[src/rtl/instr_fetch_seq.sv]
// Fetch sequencer: owns the PC, addresses instruction memory and registers each
// fetched word into a one-entry valid/ready output stage with redirect and fault.
module instr_fetch_seq #(
   parameter int          ADDR_W   = 6,
   parameter logic [31:0] RESET_PC = 32'h0000_0000
) (
   input  logic              clk,
   input  logic              reset,
   output logic [ADDR_W-1:0] imem_addr,
   input  logic [31:0]       imem_instr,
   input  logic              redirect_valid,
   input  logic [31:0]       redirect_pc,
   input  logic              halt_req,
   output logic              out_valid,
   input  logic              out_ready,
   output logic [31:0]       out_instr,
   output logic [31:0]       out_pc,
   output logic              fault,
   output logic [31:0]       fault_pc,
   output logic [31:0]       fetch_count
);

   typedef enum logic [1:0] {BOOT, RUN, FAULT} state_t;

   state_t      state_q, state_d;
   logic [31:0] pc_q, pc_d;
   logic        out_valid_q, out_valid_d;
   logic [31:0] out_instr_q, out_instr_d;
   logic [31:0] out_pc_q, out_pc_d;
   logic        fault_q, fault_d;
   logic [31:0] fault_pc_q, fault_pc_d;
   logic [31:0] fetch_count_q, fetch_count_d;

   logic hs;
   logic redirect_bad;
   logic pc_oor;

   assign imem_addr    = pc_q[ADDR_W+1:2];
   assign hs           = out_valid_q && out_ready;
   assign redirect_bad = (|redirect_pc[1:0]) || (|redirect_pc[31:ADDR_W+2]);
   // PC only ever steps by 4 from an aligned value, so range is the only fetch-side check
   assign pc_oor       = |pc_q[31:ADDR_W+2];

   always_comb begin
      state_d       = state_q;
      pc_d          = pc_q;
      out_valid_d   = out_valid_q;
      out_instr_d   = out_instr_q;
      out_pc_d      = out_pc_q;
      fault_d       = fault_q;
      fault_pc_d    = fault_pc_q;
      fetch_count_d = fetch_count_q;
      case (state_q)
         BOOT: state_d = RUN;
         RUN: begin
            if (hs) fetch_count_d = fetch_count_q + 32'd1;
            if (redirect_valid) begin
               out_valid_d = 1'b0;
               if (redirect_bad) begin
                  state_d    = FAULT;
                  fault_d    = 1'b1;
                  fault_pc_d = redirect_pc;
               end else begin
                  pc_d = redirect_pc;
               end
            end else if (halt_req) begin
               if (hs) out_valid_d = 1'b0;
            end else if (!out_valid_q || out_ready) begin
               if (pc_oor) begin
                  state_d     = FAULT;
                  fault_d     = 1'b1;
                  fault_pc_d  = pc_q;
                  out_valid_d = 1'b0;
               end else begin
                  out_instr_d = imem_instr;
                  out_pc_d    = pc_q;
                  out_valid_d = 1'b1;
                  pc_d        = pc_q + 32'd4;
               end
            end
         end
         FAULT: begin
            out_valid_d = 1'b0;
            fault_d     = 1'b1;
         end
         default: state_d = BOOT;
      endcase
   end

   always_ff @(posedge clk) begin
      if (reset) begin
         state_q       <= BOOT;
         pc_q          <= RESET_PC;
         out_valid_q   <= 1'b0;
         out_instr_q   <= 32'd0;
         out_pc_q      <= 32'd0;
         fault_q       <= 1'b0;
         fault_pc_q    <= 32'd0;
         fetch_count_q <= 32'd0;
      end else begin
         state_q       <= state_d;
         pc_q          <= pc_d;
         out_valid_q   <= out_valid_d;
         out_instr_q   <= out_instr_d;
         out_pc_q      <= out_pc_d;
         fault_q       <= fault_d;
         fault_pc_q    <= fault_pc_d;
         fetch_count_q <= fetch_count_d;
      end
   end

   assign out_valid   = out_valid_q;
   assign out_instr   = out_instr_q;
   assign out_pc      = out_pc_q;
   assign fault       = fault_q;
   assign fault_pc    = fault_pc_q;
   assign fetch_count = fetch_count_q;

endmodule

[config.mk]
export PLATFORM = sky130hd
export DESIGN_NAME = instr_fetch_seq
export DESIGN_NICKNAME = d
export VERILOG_FILES = /design/src/rtl/instr_fetch_seq.sv
export SDC_FILE = /design/constraint.sdc
export NUM_CORES = 1
export LEC_CHECK = 0
export ABC_AREA = 1
export BUFFER_PORTS_ARGS = -buffer_cell sky130_fd_sc_hd__buf_2
export CAP_MARGIN = 20
export CORE_MARGIN = 3
export CORE_UTILIZATION = 50
export DETAILED_ROUTE_END_ITERATION = 10
export HOLD_SLACK_MARGIN = 0.05
export PLACE_DENSITY_LB_ADDON = 0.12
export SLEW_MARGIN = 5
export SYNTH_ARGS = -nofsm -noshare
export SYNTH_HDL_FRONTEND = slang
export SYNTH_SLANG_ARGS = --single-unit
[constraint.sdc]
create_clock -name clk -period 4.9 [get_ports clk]
set_input_delay 0.735 -clock clk [delete_from_list [all_inputs] [get_ports clk]]
set_output_delay 0.735 -clock clk [all_outputs]
set_load 0.005 [all_outputs]
==> results of run 1 <==
Yosys cell counts (2+ instances only):
| master | instances |
|---|---|
| nand2_1 | 202 |
| dfxtp_1 | 164 |
| nor2_1 | 144 |
| inv_1 | 101 |
| o21ai_0 | 90 |
| a21oi_1 | 69 |
| nand3_1 | 49 |
| nor3_1 | 35 |
| clkbuf_1 | 23 |
| buf_2 | 13 |
| nand4_1 | 10 |
| buf_4 | 7 |
| buf_6 | 6 |
| nor2_4 | 6 |
| xor2_1 | 6 |
| ha_1 | 5 |
| inv_2 | 5 |
| nand3b_1 | 4 |
| o21ai_1 | 4 |
| or2_1 | 4 |
| mux2i_1 | 3 |
| nand3_2 | 3 |
| a21oi_2 | 2 |
| clkinv_1 | 2 |
| o211ai_1 | 2 |
final cells by class:
cell class                 instances  area (um^2)
fill                            1230         4870
sequential                       164         3283
multi-input combinational        652         3079
timing repair buffer             207         1044
clock buffer                      21        440.4
inverter                         109        411.6
tap                              176        220.2
clock inverter                    10        157.7
placed cells by master, fill, tap and decap left out, drive strengths merged, types with 12 or more instances in the layout:
cell type  Yosys  final
o21ai         94     94
buf           27    207
dfxtp        164    164
nand4         12     12
nand2        204    204
nor3          37     37
nor2         150    150
nand3         53     53
inv          107    108
clkbuf        23     21
a21oi         71     71
worst min-delay path, cell delays in order (launching register included):
cell	delay (ns)
dfxtp_1	0.31
nand3_1	0.07
inv_1	0.03
where the power goes:
group | leakage [uW] | total [uW] | internal, uW | switching [uW]
sequential | 0.00133 | 1490 | 1430 | 59.7
combinational | 0.00246 | 538 | 191 | 347
clock | 0.000283 | 1370 | 847 | 518
total | 0.00407 | 3400 | 2470 | 925
final timing paths:
path,startpoint,to,slack (ns),cells after the start
setup / recovery,state_q[1],out_instr[0],1.93,9
hold / removal,out_pc[24],out_pc[24],0.45,2
setup reg to reg,state_q[1],out_instr[0],1.93,9
hold reg to reg,out_pc[24],out_pc[24],0.45,2
sequential cells by signal, indices dropped and copies added (netlist names):
name         count
fault_pc        32
fault            1
state_q          2
pc_q            32
fetch_count     32
out_pc          32
out_valid        1
out_instr       32
routing by layer:
metal	global-route usage [%]	wire length [um]	vias to the layer above
met4	5.738	197	0
met5	0	0	-
met2	34.38	7756	195
met3	8.533	1505	16
met1	28.63	8096	2976
li1	-	-	3468
kinds of logic (layout without fill, tap and decap cells):
kind of cell,Yosys count,in the layout
adder cells (fa/ha/maj),5,5
multiplexers,3,3
buffers and inverters,159,347
XOR/XNOR,7,7
AND/OR/NAND/NOR,467,467
flip-flops,164,164
AO/OA/AOI/OAI,170,170
per-stage QoR:
stage	hold slack, ns	utilization, %	std cells
finish	0.4545	63.94	1339
global route	0.4696	63.94	1339
CTS	0.4566	63.94	1339
detailed placement	0.4438	59.51	1308
global placement	0.4399	59.51	1308
floorplan	0.4303	-	975
==> metrics.md, run 1 <==
| Metric | Value |
|---|---|
| Total CTS buffers | 17 |
| Routed Antenna Nets | 0 |
| DRT iter0 DRCs | 516 |
| Dpl ws | 1.853 ns |
| Fin crit period | 2.970 ns |
| Post-Syn Area | 7049 um^2 |
| Final global-route overflow total | 0 |
| # rows | 42 |
| Sequential fraction of the synthesis area | 46.57% |
| Layout net count | 1,225 |
| Boundary Pins | 205 |
| Die footprint | 15,560 um^2 |
| Final RePlAce weighted congestion | 0.8702 |
| Worst path required time | 5.21 ns |
| Fin. Hold Viols | 0 |
| Most frequently used flop master after synthesis | dfxtp_1 |
| Compound-gate portion of the synthesized area | 12.35% |
| Clk root buf | clkbuf_16 |
| Critical-path cell list | inv_1, ha_1, inv_2, nor3_2, inv_1, nor2_4, inv_2, nor2_1, nor2_1 |
| Initial core utilization | 52.20% |
| Worst-Margin Slew | 0.9603 ns |
| Flop and latch count out of synthesis | 164 |
| First-pass GRT wire length | 28.81 mm |
| Final wirelength | 17.56 mm |
| Final setup viols | 0 |
| Kind of critical path | reg -> reg |
| Crit path buf inv count | 4 |
| P&R area growth vs syn | 22.51% |
| Max-cap violations | 0 |
| Syn Inst Count | 975 |
| Total negative slack | 0 ns |
| HPWL Detailed | 12.39 mm |
| Antenna violations before repair | 0 |
| Total nets after synthesis | 1,049 |
| Xor/xnor share of the synthesized area | 0.8697% |
| Largest net degree at the start of global routing | 76 |
| Synth warnings | 0 |
| CP arrival | 3.28 ns |
| Synth unique cells | 41 |
| Clk slew on worst S/H paths | 0.06 ns |
| F_max | 336.7 MHz |
| Number of synthesized flops with an enable pin | 0 |
| TritonRoute pass-1 iters | 5 |
| Total GRT Usage | 22.03% |
| Critical path endpoint category | flop |
| Layout cells sized above 1 | 22.36% |
| Final worst slack | 1.930 ns |
| Adder-cell share of the synthesized area | 0.8875% |
| Mux cell area share after synthesis | 0.4260% |
| Max stage delay cell, worst path | nor2_4 |
| Clock Path Buffers | 2 |
| Clock skew | 0.009231 ns |
| Wire per inst | 13.11 um |
| Number of global-route vias before repair | 6,092 |
| Area after DPL | 8038 um^2 |
| Postcts setup bufs | 0 |
| Simple-gate area share of the yosys netlist | 29.14% |
| PD cells | 393.2 nW/um^2 |
| HP Class | reg -> reg |
| Slowest Stage Delay on Critical Path | 0.75 ns |
| Slew margin rel. | 35.83% |
| Mapped Avg Cell Area | 7.230 um^2 |
| Gates resized, CTS repair | 0 |
| Final Power | 3396 uW |
| Area leader, netlist | dfxtp_1 |
| CP Launch Type | flop |
| Diode count | 0 |
| Period Utilization, post-route | 60.61% |
| Die height | 124.7 um |
| Synth async-reset ratio | 0% |
| Status | finished, final reports clean |
| DRC Markers | 0 |
| Hold_buf cts | 0 |
| Final Max Tran Viols | 0 |
| Main area contributors after synthesis | dfxtp_1 47%, nand2_1 11%, nor2_1 7.7% |
| CORE AREA | 13,510 um^2 |
| Vias after detailed routing | 6,655 |
| Largest delay share family, worst path | simple AND/OR/NAND/NOR gates |
| TritonCTS Sinks | 164 |
| Share of the synthesized area in the top cell type | 46.57% |
| Worst-path maximum fanout | 56 |
| Leakage Power | 0.004070 uW |
| RSZ-0062 raised after global routing | no |
| Die X | 124.7 um |
| Largest family of logic cells by synthesized area | simple AND/OR/NAND/NOR gates |
| Worst VDD drop | 0.2478 mV |
| Later-pin clock latency in the skew report | 0.42 ns |
| Port buffer count | 204 |
| Design area | 8636 um^2 |
| Via density | 4.970 |
| H-Tree Level Count | 4 |
| Clock tree from TritonCTS | yes |
No activity file was read; power rests on OpenSTA's default activity.
==> run 2, diff against run 1 <==
Settings changed: ABC_AREA 1 to 0, CORE_UTILIZATION 50 to 46.
Clock period 4.9 ns to 2.68 ns, I/O delays scaled along.
==> run 2 against run 1 <==
  * Largest cell class unchanged
  * Maximum frequency is 21% higher
  * Power is 88% higher
  * Non-clock buffer count is 8 higher
  * Synthesized area is 3.1% lower
  * Routed wire length is 5.0% lower
  * Sequential cell count stayed put
  * Sequential power is 83% higher
  * Critical path depth is 3 lower
  * First-iteration DRC count is 25% lower
  * Via count is 17% lower
  * Critical endpoint is now out_instr[31]
  * Clock power is 84% higher
==> metrics.md, run 2 <==
| Metric | Value |
|---|---|
| Sequential fraction of the synthesis area | 48.04% (+1.5 points) |
| TritonRoute pass-1 iters | 4 (-1) |
| Total GRT Usage | 20.15% (-1.9 points) |
| Met2 Usage GRT | 32.16% (-2.2 points) |
| Worst-path maximum fanout | 40 (-29%) |
| First-pass GRT wire length | 26.80 mm (-7.0%) |
| Hold EP | out_instr[15] |
| Mux cell area share after synthesis | 10.77% (+10 points) |
| Die height | 127.9 um (+2.5%) |
| Final Power | 6389 uW (+88%) |
| Largest family of logic cells by synthesized area | simple AND/OR/NAND/NOR gates |
| Main area contributors after synthesis | dfxtp_1 48%, mux2i_1 10%, a211oi_2 4.6% |
| Final global-route overflow total | 0 (unchanged) |
| Port buffer count | 204 (unchanged) |
| Status | finished, final reports clean |
| Final Max Tran Viols | 0 (unchanged) |
| Final wirelength | 16.67 mm (-5.0%) |
| Layout cells sized above 1 | 33.41% (+11 points) |
| Syn Inst Count | 678 (-30%) |
| Hold_buf cts | 0 (unchanged) |
| Most frequent cell after synthesis | dfxtp_1 |
| DRC Markers | 0 (unchanged) |
| Synth async-reset ratio | 0% (unchanged) |
| Met3 usage | 5.708% (-2.8 points) |
| Gates resized, CTS repair | 0 (unchanged) |
| R2r worst-path depth | 6 (-3) |
| Antenna violations before repair | 0 (unchanged) |
| Final design utilization | 59.81% (-4.1 points) |
| Worst-Margin Slew | 1.082 ns (+0.1218 ns) |
| Most frequently used flop master after synthesis | dfxtp_1 |
| DRT iter0 DRCs | 387 (-25%) |
| Synth warnings | 0 (unchanged) |
| Clock tree from TritonCTS | yes |
| P&R area growth vs syn | 24.31% |
| Synth unique cells | 52 (+27%) |
| Routed Antenna Nets | 0 (unchanged) |
| # rows | 43 (+2.4%) |
| Largest net degree at the start of global routing | 77 (+1.3%) |
| Worst hold slack | 0.2183 ns (-0.2362 ns) |
| Slew margin rel. | 27.61% (-8.2 points) |
| Top cells by count, synth | 164 x dfxtp_1, 80 x nor2_1, 69 x mux2i_1, 47 x and2_1, 46 x a21oi_1 |
| Total nets after synthesis | 752 (-28%) |
| Hold depth | 3 (+1) |
| Layout net count | 936 (-24%) |
| Kind of critical path | reg -> reg |
| Number of global-route vias before repair | 5,343 (-12%) |
| Fin. Hold Viols | 0 (unchanged) |
| Fin crit period | 2.450 ns (-0.5195 ns) |
| Reg-to-reg endpoint | out_instr[31] |
| Leakage Power | 0.003626 uW (-11%) |
| Adder-cell share of the synthesized area | 0.9154% (+0.028 points) |
| R2R Path Start | pc_q[11] |
| Via density | 5.264 (+5.9%) |
| Xor/xnor share of the synthesized area | 2.691% (+1.8 points) |
| Simple-gate area share of the yosys netlist | 18.84% (-10 points) |
| Wire per inst | 15.82 um (+21%) |
| PD cells | 752.0 nW/um^2 (+91%) |
| Final setup viols | 0 (unchanged) |
| Worst VDD drop | 0.4326 mV (+75%) |
| Post-Syn Area | 6834 um^2 (-3.1%) |
| Later-pin clock latency in the skew report | 0.41 ns (about the same) |
| CP arrival | 2.72 ns (-0.56 ns) |
| Boundary Pins | 205 (unchanged) |
| CP Launch Type | flop |
| Max-cap violations | 0 (unchanged) |
| Vias after detailed routing | 5,548 (-17%) |
| TritonCTS Sinks | 164 (unchanged) |
| Share of the synthesized area in the top cell type | 48.04% (+1.5 points) |
| Total negative slack | 0 ns (unchanged) |
| CORE AREA | 14,200 um^2 (+5.2%) |
| Die X | 127.9 um (+2.5%) |
| Diode count | 0 (unchanged) |
| Clock skew | 0.008112 ns (-0.001119 ns) |
| Busiest grt layer | met2 |
| HP Class | in -> reg |
| H-Tree Level Count | 4 (unchanged) |
| Initial core utilization | 48.11% (-4.1 points) |
| Period Utilization, post-route | 91.43% (+31 points) |
| Total CTS buffers | 17 (unchanged) |
| Flop2flop setup slack | 0.23 ns (-1.70 ns) |
| Area leader, netlist | dfxtp_1 |
| Mapped Avg Cell Area | 10.08 um^2 (+39%) |
| Postcts setup bufs | 0 (unchanged) |
| Worst path required time | 2.95 ns (-2.26 ns) |
| Number of fill cells in the layout | 1,259 (+2.4%) |
| Clk slew on worst S/H paths | 0.06 ns (about the same) |
| Commonest cells after routing, fill and taps aside | 203 x buf_2, 164 x dfxtp_1, 80 x nor2_1 |
| RSZ-0062 raised after global routing | no |
| Most common cell after layout, fill and taps aside | buf_2 |
| HPWL Detailed | 11.85 mm (-4.4%) |
| Number of synthesized flops with an enable pin | 0 (unchanged) |
| Critical path endpoint category | flop |
| M1 GR Usage | 26.60% (-2.0 points) |
| Compound-gate portion of the synthesized area | 12.96% (+0.61 points) |
| Flop and latch count out of synthesis | 164 (unchanged) |
| Die footprint | 16,350 um^2 (+5.1%) |
| F_max | 408.1 MHz (+21%) |
| Hold path startpoint | imem_instr[15] |
| Clock Path Buffers | 2 (unchanged) |
| Clk root buf | clkbuf_16 |
| Final RePlAce weighted congestion | 0.8239 (-5.3%) |
run 2: worst max-delay path: stages, from the launching register on:
cell	delay [ns]
dfxtp_1	0.34
or4_1	0.59
nor3_1	0.38
and4_2	0.36
buf_12	0.27
mux2i_1	0.27
nor2_1	0.06
run 2: how the worst max path moves through the flow:
stage	start	end	slack [ns]	cells after the start
after floorplan	state_q[1]	fetch_count[28]	0.67	9
after global placement	pc_q[11]	out_instr[31]	0.33	6
after detailed placement	redirect_valid	pc_q[8]	0.26	6
after CTS	pc_q[11]	out_instr[31]	0.26	6
after global routing	pc_q[11]	out_instr[30]	0.08	6
final	pc_q[11]	out_instr[31]	0.23	6
run 2: layout make-up:
cell class	instances	area, um^2	area share, %
timing repair buffer	215	1156	13.61
clock inverter	13	182.7	2.150
tap	180	225.2	2.651
inverter	12	45.04	0.5302
sequential	164	3283	38.65
multi-input combinational	452	3174	37.36
clock buffer	18	429.2	5.052
run 2: cell families (layout without fill, tap and decap cells):
kind of cell,count (synthesis),after routing
AOI/OAI and AO/OA,110,110
xor gates and xnor gates,21,21
and+or+nand+nor,243,243
adders and majority gates,5,5
buffers and inverters,62,258
muxes,73,73
DFF,164,164
run 2: where the power goes:
part           leakage, uW  internal (uW)  switching, uW
Combinational      0.00199            497            649
Clock             0.000306           1560            966
Sequential         0.00133           2610            109
Total              0.00363           4670           1720
run 2: layer usage:
metal | vias up | share of wire [%]
li1 | 2745 | -
met1 | 2619 | 45
met2 | 170 | 47
met3 | 14 | 6.3
met4 | 0 | 1.2
met5 | - | 0
run 2: per-stage QoR:
step / cell area [um^2] / instances / setup slack, ns
2_1_floorplan: 6834 / 678 / 0.6726
3_3_place_gp: 7856 / 1021 / 0.3271
3_5_place_dp: 7856 / 1021 / 0.2598
4_1_cts: 8468 / 1052 / 0.2564
5_1_grt: 8496 / 1054 / 0.07820
6_report: 8496 / 1054 / 0.2296
==> run 3, diff against run 2 <==
Settings changed: RECOVER_POWER set to 50.
==> run 3 against run 2 <==
  * Die area is the same
  * Utilization is 0.77 points lower
  * Largest cell class unchanged
  * Via count decreased by 0.27%
  * First-iteration DRC count fell by 20%
  * Clock-buffer cell count unchanged
  * Sequential cell count unchanged
  * Critical path type unchanged
==> metrics.md, run 3 (synthesis results as in run 2) <==
| Metric | Value |
|---|---|
| Later-pin clock latency in the skew report | 0.41 ns (about the same) |
| R2r worst-path depth | 6 (unchanged) |
| Clk root buf | clkbuf_16 |
| Final wirelength | 16.68 mm (about the same) |
| Critical-path cell list | or4_4, nor3_1, and4_2, buf_12, mux2i_1, nor2_1 |
| H-Tree Level Count | 4 (unchanged) |
| HPWL Detailed | 11.85 mm (unchanged) |
| Final RePlAce weighted congestion | 0.8239 (unchanged) |
| Leakage Power | 0.003273 uW (-9.7%) |
| Slew margin rel. | 27.17% (-0.44 points) |
| Layout cells sized above 1 | 24.03% (-9.4 points) |
| Most common cell after layout, fill and taps aside | dfxtp_1 |
| Flop2flop setup slack | 0.25 ns (+0.02 ns) |
| F_max | 411.3 MHz (+0.79%) |
| Largest delay share family, worst path | simple AND/OR/NAND/NOR gates |
| Gates resized, CTS repair | 0 (unchanged) |
| Total negative slack | 0 ns (unchanged) |
| Routed Antenna Nets | 0 (unchanged) |
| Worst path required time | 2.95 ns (about the same) |
| Final setup viols | 0 (unchanged) |
| RSZ-0062 raised after global routing | no |
| Total CTS buffers | 17 (unchanged) |
| Clk slew on worst S/H paths | 0.06 ns (about the same) |
| Dpl ws | 0.2598 ns (unchanged) |
| Final design utilization | 59.05% (-0.77 points) |
| Clock tree from TritonCTS | yes |
| PD cells | 759.6 nW/um^2 (+1.0%) |
| Diode count | 0 (unchanged) |
| First-pass GRT wire length | 26.80 mm (unchanged) |
| Fin crit period | 2.431 ns (-0.01919 ns) |
| Number of global-route vias before repair | 5,343 (unchanged) |
| Largest net degree at the start of global routing | 77 (unchanged) |
| Layout net count | 936 (unchanged) |
| Hold_buf cts | 0 (unchanged) |
| CP arrival | 2.71 ns (about the same) |
| Clock skew | 0.008067 ns (-0.00004463 ns) |
| Crit path buf inv count | 1 (unchanged) |
| Die height | 127.9 um (unchanged) |
| Kind of critical path | reg -> reg |
| Vias after detailed routing | 5,533 (-0.27%) |
| Max-cap violations | 0 (unchanged) |
| Die footprint | 16,350 um^2 (unchanged) |
| Commonest cells after routing, fill and taps aside | 164 x dfxtp_1, 123 x buf_2, 81 x clkbuf_1 |
| R2R Path Start | pc_q[12] |
| P&R area growth vs syn | 22.72% |
| Design area | 8387 um^2 (-1.3%) |
| Worst-Margin Slew | 1.089 ns (+0.006585 ns) |
| Final global-route overflow total | 0 (unchanged) |
| Worst setup path start | pc_q[12] |
| Port buffer count | 204 (unchanged) |
| Boundary Pins | 205 (unchanged) |
| Period Utilization, post-route | 90.72% (-0.72 points) |
| Final Max Tran Viols | 0 (unchanged) |
| TritonCTS Sinks | 164 (unchanged) |
| Total GRT Usage | 20.15% (unchanged) |
| Worst-path maximum fanout | 40 (unchanged) |
| Antenna violations before repair | 0 (unchanged) |
| Postcts setup bufs | 0 (unchanged) |
| Hold depth | 3 (unchanged) |
| Via density | 5.250 (-0.27%) |
| HP Class | in -> reg |
| CORE AREA | 14,200 um^2 (unchanged) |
| # rows | 43 (unchanged) |
| DRT iter0 DRCs | 311 (-20%) |
| Number of fill cells in the layout | 1,287 (+2.2%) |
| Final Power | 6371 uW (-0.28%) |
| CP Launch Type | flop |
| Die X | 127.9 um (unchanged) |
| TritonRoute pass-1 iters | 5 (+1) |
| Max stage delay cell, worst path | or4_4 |
| Final worst slack | 0.2488 ns (+0.01919 ns) |
| Hold path startpoint | imem_instr[15] |
| Wire per inst | 15.83 um (about the same) |
| Worst VDD drop | 0.4314 mV (-0.28%) |
| Reg-to-reg endpoint | out_instr[31] |
| Initial core utilization | 48.11% (unchanged) |
| Slowest Stage Delay on Critical Path | 0.56 ns (-0.03 ns) |
| Fin. Hold Viols | 0 (unchanged) |
| Clock Path Buffers | 2 (unchanged) |
| Critical path endpoint category | flop |
| DRC Markers | 0 (unchanged) |
| Hold EP | out_instr[15] |
| Area after DPL | 7856 um^2 (unchanged) |
| Status | finished, final reports clean |
-- run 3: cell count changes in the layout (fill, tap and decap cells not counted) --
| cell | change |
|---|---|
| and2_0 | +3 |
| and2_1 | -3 |
| buf_1 | +1 |
| buf_2 | -80 |
| buf_4 | -1 |
| clkbuf_1 | +80 |
| or3_1 | +1 |
| or3_4 | -1 |
-- run 3: routing by layer --
layer  vias to the layer above  wire length, um  track usage [%]
met5                         -                0                0
met4                         0              185            6.117
met3                        12             1061            5.708
met2                       172             7782            32.16
met1                      2609             7651            26.60
li1                       2740                -                -
-- run 3: metrics by stage --
stage	hold slack, ns	instances
6_report	0.2164	1054
5_1_grt	0.2130	1054
4_1_cts	0.1971	1052
3_5_place_dp	0.4393	1021
3_3_place_gp	0.4370	1021
2_1_floorplan	0.4455	678
-- run 3: worst max path at each step --
stage                      endpoint  slack (ns)  cells after the start
finish                out_instr[31]        0.25                      6
detailed placement          pc_q[8]        0.26                      6
CTS                   out_instr[31]        0.26                      6
floorplan           fetch_count[28]        0.67                      9
global route          out_instr[30]        0.08                      6
global placement      out_instr[31]        0.33                      6
-- run 3: where the power goes --
| group | switching (uW) | internal (uW) |
|---|---|---|
| registers | 113 | 2610 |
| clock network | 967 | 1560 |
| logic | 649 | 473 |
-- run 3: layout make-up --
| class | instances | area, um^2 | area share (%) |
|---|---|---|---|
| multi-input cells | 452 | 3169 | 37.79 |
| repair buffers | 215 | 1052 | 12.55 |
| clock inverters | 13 | 182.7 | 2.178 |
| inverters | 12 | 45.04 | 0.5371 |
| clock buffers | 18 | 429.2 | 5.117 |
| well taps | 180 | 225.2 | 2.685 |
| flip-flops and latches | 164 | 3283 | 39.15 |
-- run 3: worst reg2reg max path, delay by kind of cell (launching register included) --
family / cells / cell delay, ns
and+or+nand+nor: 4 / 1.38
buffers and inverters: 1 / 0.27
DFF: 1 / 0.34
muxes: 1 / 0.30
